===== src/rtl/sram8t_ctrl.sv =====
`default_nettype none
// ============================================================================
//  Module   : sram8t_ctrl
//  Purpose  : Request/response front-end that sequences the sram8t macro pins.
//             Optional power-on scrub enabled by macro SRAM8T_CTRL_INIT_EN.
//  Revision : 1.0 - initial release
// ============================================================================
module sram8t_ctrl #(
    parameter int ADDR_WIDTH = 4,
    parameter int DATA_WIDTH = 8,
    parameter int RD_LAT     = 1
`ifdef SRAM8T_CTRL_INIT_EN
   ,parameter logic [DATA_WIDTH-1:0] INIT_VALUE = '0
`endif
) (
    input  logic                  clk,
    input  logic                  rst,
    input  logic                  req_valid,
    output logic                  req_ready,
    input  logic                  req_we,
    input  logic [ADDR_WIDTH-1:0] req_addr,
    input  logic [DATA_WIDTH-1:0] req_wdata,
    output logic                  rsp_valid,
    input  logic                  rsp_ready,
    output logic [DATA_WIDTH-1:0] rsp_rdata,
    output logic                  busy,
    output logic                  sram_cs,
    output logic                  sram_we,
    output logic                  sram_re,
    output logic [ADDR_WIDTH-1:0] sram_addr,
    output logic [DATA_WIDTH-1:0] sram_din,
    input  logic [DATA_WIDTH-1:0] sram_dout
);

    typedef enum logic [2:0] {
        S_IDLE  = 3'd0,
        S_WRITE = 3'd1,
        S_READ  = 3'd2,
        S_WAIT  = 3'd3,
        S_RESP  = 3'd4,
        S_INIT  = 3'd5
    } state_t;

    localparam logic [2:0] c_RD_LAT = 3'(RD_LAT);

    state_t                r_state;
    logic [2:0]            r_wait_cnt;
    logic                  r_cs;
    logic                  r_we;
    logic                  r_re;
    logic [ADDR_WIDTH-1:0] r_addr;
    logic [DATA_WIDTH-1:0] r_din;
    logic                  r_rsp_valid;
    logic [DATA_WIDTH-1:0] r_rdata;
    logic                  w_accept;

`ifdef SRAM8T_CTRL_INIT_EN
    logic [ADDR_WIDTH-1:0] r_init_addr;
    logic                  w_init_active;
`endif

    assign req_ready = (r_state == S_IDLE) && !rst;
    assign busy      = (r_state != S_IDLE) && !rst;
    assign w_accept  = req_valid && req_ready;

    always_ff @(posedge clk or posedge rst) begin
        if (rst) begin
`ifdef SRAM8T_CTRL_INIT_EN
            r_state     <= S_INIT;
            r_init_addr <= '0;
`else
            r_state     <= S_IDLE;
`endif
            r_wait_cnt  <= 3'd0;
            r_cs        <= 1'b0;
            r_we        <= 1'b0;
            r_re        <= 1'b0;
            r_addr      <= '0;
            r_din       <= '0;
            r_rsp_valid <= 1'b0;
            r_rdata     <= '0;
        end else begin
            case (r_state)
                S_IDLE: begin
                    // The pin registers double as the captured request.
                    if (w_accept) begin
                        r_cs   <= 1'b1;
                        r_addr <= req_addr;
                        if (req_we) begin
                            r_we    <= 1'b1;
                            r_din   <= req_wdata;
                            r_state <= S_WRITE;
                        end else begin
                            r_re    <= 1'b1;
                            r_state <= S_READ;
                        end
                    end
                end
                S_WRITE: begin
                    r_cs    <= 1'b0;
                    r_we    <= 1'b0;
                    r_state <= S_IDLE;
                end
                S_READ: begin
                    r_cs       <= 1'b0;
                    r_re       <= 1'b0;
                    r_wait_cnt <= c_RD_LAT;
                    r_state    <= S_WAIT;
                end
                S_WAIT: begin
                    r_wait_cnt <= r_wait_cnt - 3'd1;
                    if (r_wait_cnt == 3'd1) begin
                        r_rdata     <= sram_dout;
                        r_rsp_valid <= 1'b1;
                        r_state     <= S_RESP;
                    end
                end
                S_RESP: begin
                    if (rsp_ready) begin
                        r_rsp_valid <= 1'b0;
                        r_state     <= S_IDLE;
                    end
                end
`ifdef SRAM8T_CTRL_INIT_EN
                S_INIT: begin
                    // Track the scrub address so the pins hold it after exit.
                    r_addr      <= r_init_addr;
                    r_din       <= INIT_VALUE;
                    r_init_addr <= r_init_addr + ADDR_WIDTH'(1);
                    if (&r_init_addr) begin
                        r_state <= S_IDLE;
                    end
                end
`endif
                default: begin
                    r_cs    <= 1'b0;
                    r_we    <= 1'b0;
                    r_re    <= 1'b0;
                    r_state <= S_IDLE;
                end
            endcase
        end
    end

`ifdef SRAM8T_CTRL_INIT_EN
    // Scrub strobes come straight from the state so the first cycle after reset writes.
    assign w_init_active = (r_state == S_INIT) && !rst;
    assign sram_cs   = r_cs | w_init_active;
    assign sram_we   = r_we | w_init_active;
    assign sram_addr = w_init_active ? r_init_addr : r_addr;
    assign sram_din  = w_init_active ? INIT_VALUE  : r_din;
`else
    assign sram_cs   = r_cs;
    assign sram_we   = r_we;
    assign sram_addr = r_addr;
    assign sram_din  = r_din;
`endif
    assign sram_re   = r_re;
    assign rsp_valid = r_rsp_valid;
    assign rsp_rdata = r_rdata;

endmodule
`default_nettype wire


===== config.mk =====
export PLATFORM = sky130hd
export DESIGN_NAME = sram8t_ctrl
export DESIGN_NICKNAME = d
export VERILOG_FILES = /design/src/rtl/sram8t_ctrl.sv
export SDC_FILE = /design/constraint.sdc
export NUM_CORES = 1
export LEC_CHECK = 0
export BUFFER_PORTS_ARGS = -buffer_cell sky130_fd_sc_hd__buf_2
export CORE_MARGIN = 2
export CORE_UTILIZATION = 50
export DETAILED_ROUTE_END_ITERATION = 10
export PLACE_DENSITY = 0.82
export SETUP_SLACK_MARGIN = 0.2
export SLEW_MARGIN = 20
export SYNTH_ARGS = -nofsm -noshare
export SYNTH_HDL_FRONTEND = slang
export SYNTH_SLANG_ARGS = --single-unit

===== constraint.sdc =====
create_clock -name clk -period 4.8 [get_ports clk]
set_input_delay 0.72 -clock clk [delete_from_list [all_inputs] [get_ports clk]]
set_output_delay 0.72 -clock clk [all_outputs]
set_load 0.1 [all_outputs]

==> impl_summary.log <==
[metrics] buffers from clock root to sink, at most: 2
[metrics] via/cell ratio: roughly 5.2
[metrics] Worst Setup Path Type: flop to primary output
[metrics] Chip Width: ~54 um
[metrics] placed wire-length estimate after detailed placement: 1.93 mm
[metrics] RSZ-0062 raised after global routing: false
[metrics] vias in the first global route: around 900
[metrics] fin crit share: 0.494
[metrics] CTS-repair resized insts: 0
[metrics] number of fill cells: a little under 200
[metrics] Final Max Slew Viols: 0
[metrics] signal arrival time at the worst endpoint: roughly 1.7 ns
[metrics] synth warn: 0
[metrics] largest family of logic cells by synthesized area: multiplexers
[metrics] die footprint: roughly 3000 sq um
[metrics] number of input and output port buffers inserted: 50
[metrics] H-tree levels: 2
[metrics] number of primary I/O pins: 51
[metrics] Critical Path Max Stage Delay: between 0.5 and 0.6 ns
[metrics] GP Congestion: roughly 0.7
[metrics] number of antenna cells inserted: 0
[metrics] Synth Area in XOR/XNOR: 0
[metrics] DP Cell Count: between 150 and 200
[metrics] CTS tree: yes
[metrics] result of the run: finished, final reports clean
[metrics] maximum number of pins on one net before global-route repair: 31
[metrics] router iterations before antenna repair: 4
[metrics] crit-path cells: nor4_4, buf_2
[metrics] Starting Density: 0.519
[metrics] FF/Latch Area: approximately 750 sq um
[metrics] clock insertion delay at the later pin of the skew report: around 0.33 ns
[metrics] antenna-violating nets left: 0
[metrics] detailed-route wire length: approximately 2.6 mm
[metrics] category of cells accounting for the largest share of critical-path delay: flip-flops
[metrics] buffering stage count on the worst path with inverters included: 1
[metrics] endpoints failing hold: 0
[metrics] number of post-CTS setup repair buffers: 0
[metrics] min Tclk post-route: ~2.4 ns
[metrics] type of the most critical hold path: primary input to async pin
[metrics] flip-flop and latch count after synthesis: 30
[metrics] proportion of synthesized area in mux cells: 0.177
[metrics] Total Nets Final: approximately 180
[metrics] worst setup skew after layout: 0.00402 ns
[metrics] count of clock tree sinks: 30
[metrics] number of buffers inserted by hold repair at cts: 0
[metrics] syn avg cell area: between 10 and 15 sq um
[metrics] Syn Std Cell Area: 1270 sq um
[metrics] wire per inst: ~14 um
[metrics] max-cap viol count: 0
[metrics] number of vias in the routed layout: between 900 and 1k
[metrics] root buffer selected by CTS: sky130_fd_sc_hd__clkbuf_4
[metrics] Critical Path Start Type: flop
[metrics] total nets after synthesis: roughly 120
[metrics] Synth Area in Compound Gates: 0.0697
[metrics] setup total negative slack: 0 ns
[metrics] required time of the critical path: about 4.1 ns
[metrics] actual transition at the worst max-transition pin: 0.591 ns
[metrics] area taken by multi-input logic gates: 484 sq um
[metrics] achievable clock frequency: approximately 420 MHz
[metrics] global-route usage over all layers: 0.204
[metrics] initial DRC count: 10
[metrics] share of the yosys chip area belonging to registers: 0.589
[metrics] number of failing setup endpoints in the final timing report: 0
[metrics] Rel. slew slack: 0.606
[metrics] initial antenna violation count: 0
[metrics] number of distinct library cell variants in the gate-level netlist after synthesis: 25
[metrics] register clock-pin slew on the reported worst setup and hold paths: approximately 0.090 ns
[metrics] number of CTS-inserted buffers: 5
[metrics] cells after synthesis: a little under 100
[metrics] filler-free cell count of the finished design: 181
[metrics] drt drc: 0
[metrics] critical path's slowest cell: sky130_fd_sc_hd__dfrtp_1
[metrics] wire length of the first global-routing pass: ~4.0 mm
[metrics] area growth from synthesis to layout: 25.6%
[metrics] Core Rows: 18
[metrics] overflow left after global routing: 0
[metrics] worst-path maximum fanout: 12
[metrics] Die Y: between 50 and 60 um
[metrics] area share of fa/ha/maj cells after synthesis: 0.0196
[metrics] proportion of layout cells with a drive suffix above 1: 0.556
[metrics] endpoint class of the critical path: primary output
[metrics] area inside the core boundary: 2450 sq um
[metrics] basic-gate share of the synthesized area counting and, or, nand and nor cells: 0.114
[through the flow]
stage | utilization | setup WS [ns] | instance area, sq um | hold slack, ns
6_report | 0.652 | 2.43 | 1600 | 0.489
5_1_grt | 0.652 | 2.30 | 1600 | 0.520
4_1_cts | 0.652 | 2.41 | 1600 | 0.498
3_5_place_dp | 0.626 | 2.59 | 1540 | 0.482
3_3_place_gp | 0.626 | 2.61 | 1540 | 0.467
2_1_floorplan | - | 2.11 | 1270 | 0.450
[final timing paths]
kind                                      startpoint                         to  slack, ns  cells after the start
max                           r_state[0]$_DFFE_PP0P_                  req_ready       2.43                      2
min                                              rst     r_state[1]$_DFFE_PP0P_       0.49                      2
max reg2reg                   r_state[0]$_DFFE_PP0P_    sram_din[7]$_DFFE_PP0P_       2.98                      3
min reg2reg                r_wait_cnt[1]$_DFFE_PP0P_  r_wait_cnt[1]$_DFFE_PP0P_       0.50                      2
max in group asynchronous                        rst    sram_din[4]$_DFFE_PP0P_       3.92                      2
min in group clk           r_wait_cnt[1]$_DFFE_PP0P_  r_wait_cnt[1]$_DFFE_PP0P_       0.50                      2
[cells by family after synthesis]
logic type | after synthesis
buf+inv | 8
flops | 30
simple gates | 23
compound gates | 14
mux | 20
fa+ha+maj | 2
[state kept, by name (all words and copies together), names as in the netlist]
register and cells:
sram_we 1, r_wait_cnt 3, sram_cs 1, rsp_valid 1, sram_din 8, r_state 3
sram_addr 4, sram_re 1, rsp_rdata 8
[final cells by class]
| cell class | count | share of cell area |
|---|---|---|
| Sequential cell | 30 | 0.469 |
| Multi-Input combinational cell | 59 | 0.302 |
| Timing Repair Buffer | 50 | 0.156 |
| Inverter | 4 | 0.00937 |
| Clock buffer | 6 | 0.0320 |
| Tap cell | 30 | 0.0234 |
| Clock inverter | 2 | 0.00781 |
[cell usage in the layout, fill, tap and decap left out]
| master | count |
|---|---|
| sky130_fd_sc_hd__a21o_2 | 1 |
| sky130_fd_sc_hd__a21oi_1 | 3 |
| sky130_fd_sc_hd__a22o_1 | 1 |
| sky130_fd_sc_hd__a31o_2 | 1 |
| sky130_fd_sc_hd__a32o_1 | 1 |
| sky130_fd_sc_hd__and3_1 | 1 |
| sky130_fd_sc_hd__buf_2 | 50 |
| sky130_fd_sc_hd__clkbuf_4 | 5 |
| sky130_fd_sc_hd__clkbuf_8 | 1 |
| sky130_fd_sc_hd__clkinv_2 | 1 |
| sky130_fd_sc_hd__clkinvlp_4 | 1 |
| sky130_fd_sc_hd__dfrtp_1 | 30 |
| sky130_fd_sc_hd__ha_1 | 2 |
| sky130_fd_sc_hd__inv_1 | 3 |
| sky130_fd_sc_hd__inv_2 | 1 |
| sky130_fd_sc_hd__mux2_2 | 20 |
| sky130_fd_sc_hd__nand2_1 | 6 |
| sky130_fd_sc_hd__nand2b_1 | 5 |
| sky130_fd_sc_hd__nand3b_1 | 2 |
| sky130_fd_sc_hd__nor2_1 | 3 |
| sky130_fd_sc_hd__nor2_4 | 1 |
| sky130_fd_sc_hd__nor2b_1 | 1 |
| sky130_fd_sc_hd__nor3_1 | 1 |
| sky130_fd_sc_hd__nor4_4 | 1 |
| sky130_fd_sc_hd__o21ai_0 | 6 |
| sky130_fd_sc_hd__o21bai_1 | 1 |
| sky130_fd_sc_hd__or3_1 | 1 |
| sky130_fd_sc_hd__or3b_2 | 1 |
[layer usage]
metal	vias up	track usage	routed length [um]
met2	41	0.329	1350
met5	-	0	0
met4	0	0.0958	44
li1	439	-	-
met3	8	0.101	194
met1	454	0.224	966
[cell usage after synthesis]
master,number,share of area
sky130_fd_sc_hd__a21o_2,1,0.0069
sky130_fd_sc_hd__a21oi_1,3,0.012
sky130_fd_sc_hd__a22o_1,1,0.0069
sky130_fd_sc_hd__a31o_2,1,0.0069
sky130_fd_sc_hd__a32o_1,1,0.0079
sky130_fd_sc_hd__and3_1,1,0.0049
sky130_fd_sc_hd__buf_2,2,0.0079
sky130_fd_sc_hd__buf_6,1,0.0088
sky130_fd_sc_hd__clkbuf_1,1,0.0029
sky130_fd_sc_hd__dfrtp_1,30,0.59
sky130_fd_sc_hd__ha_1,2,0.020
sky130_fd_sc_hd__inv_1,4,0.012
sky130_fd_sc_hd__mux2_2,20,0.18
sky130_fd_sc_hd__nand2_1,6,0.018
sky130_fd_sc_hd__nand2b_1,5,0.025
sky130_fd_sc_hd__nand3b_1,2,0.012
sky130_fd_sc_hd__nor2_1,3,0.0088
sky130_fd_sc_hd__nor2_4,1,0.0088
sky130_fd_sc_hd__nor2b_1,1,0.0049
sky130_fd_sc_hd__nor3_1,1,0.0039
sky130_fd_sc_hd__nor4_4,1,0.017
sky130_fd_sc_hd__o21ai_0,6,0.024
sky130_fd_sc_hd__o21bai_1,1,0.0059
sky130_fd_sc_hd__or3_1,1,0.0049
sky130_fd_sc_hd__or3b_2,1,0.0069
[worst reg2reg max path: stages, from the launching register on]
cell,delay (ns)
sky130_fd_sc_hd__dfrtp_1,0.52
sky130_fd_sc_hd__nor4_4,0.33
sky130_fd_sc_hd__and3_1,0.47
sky130_fd_sc_hd__mux2_2,0.40
Power is left out: the tool's default activity adds up to more than one toggle a clock period on the data nets, which glitch-free logic cannot reach.
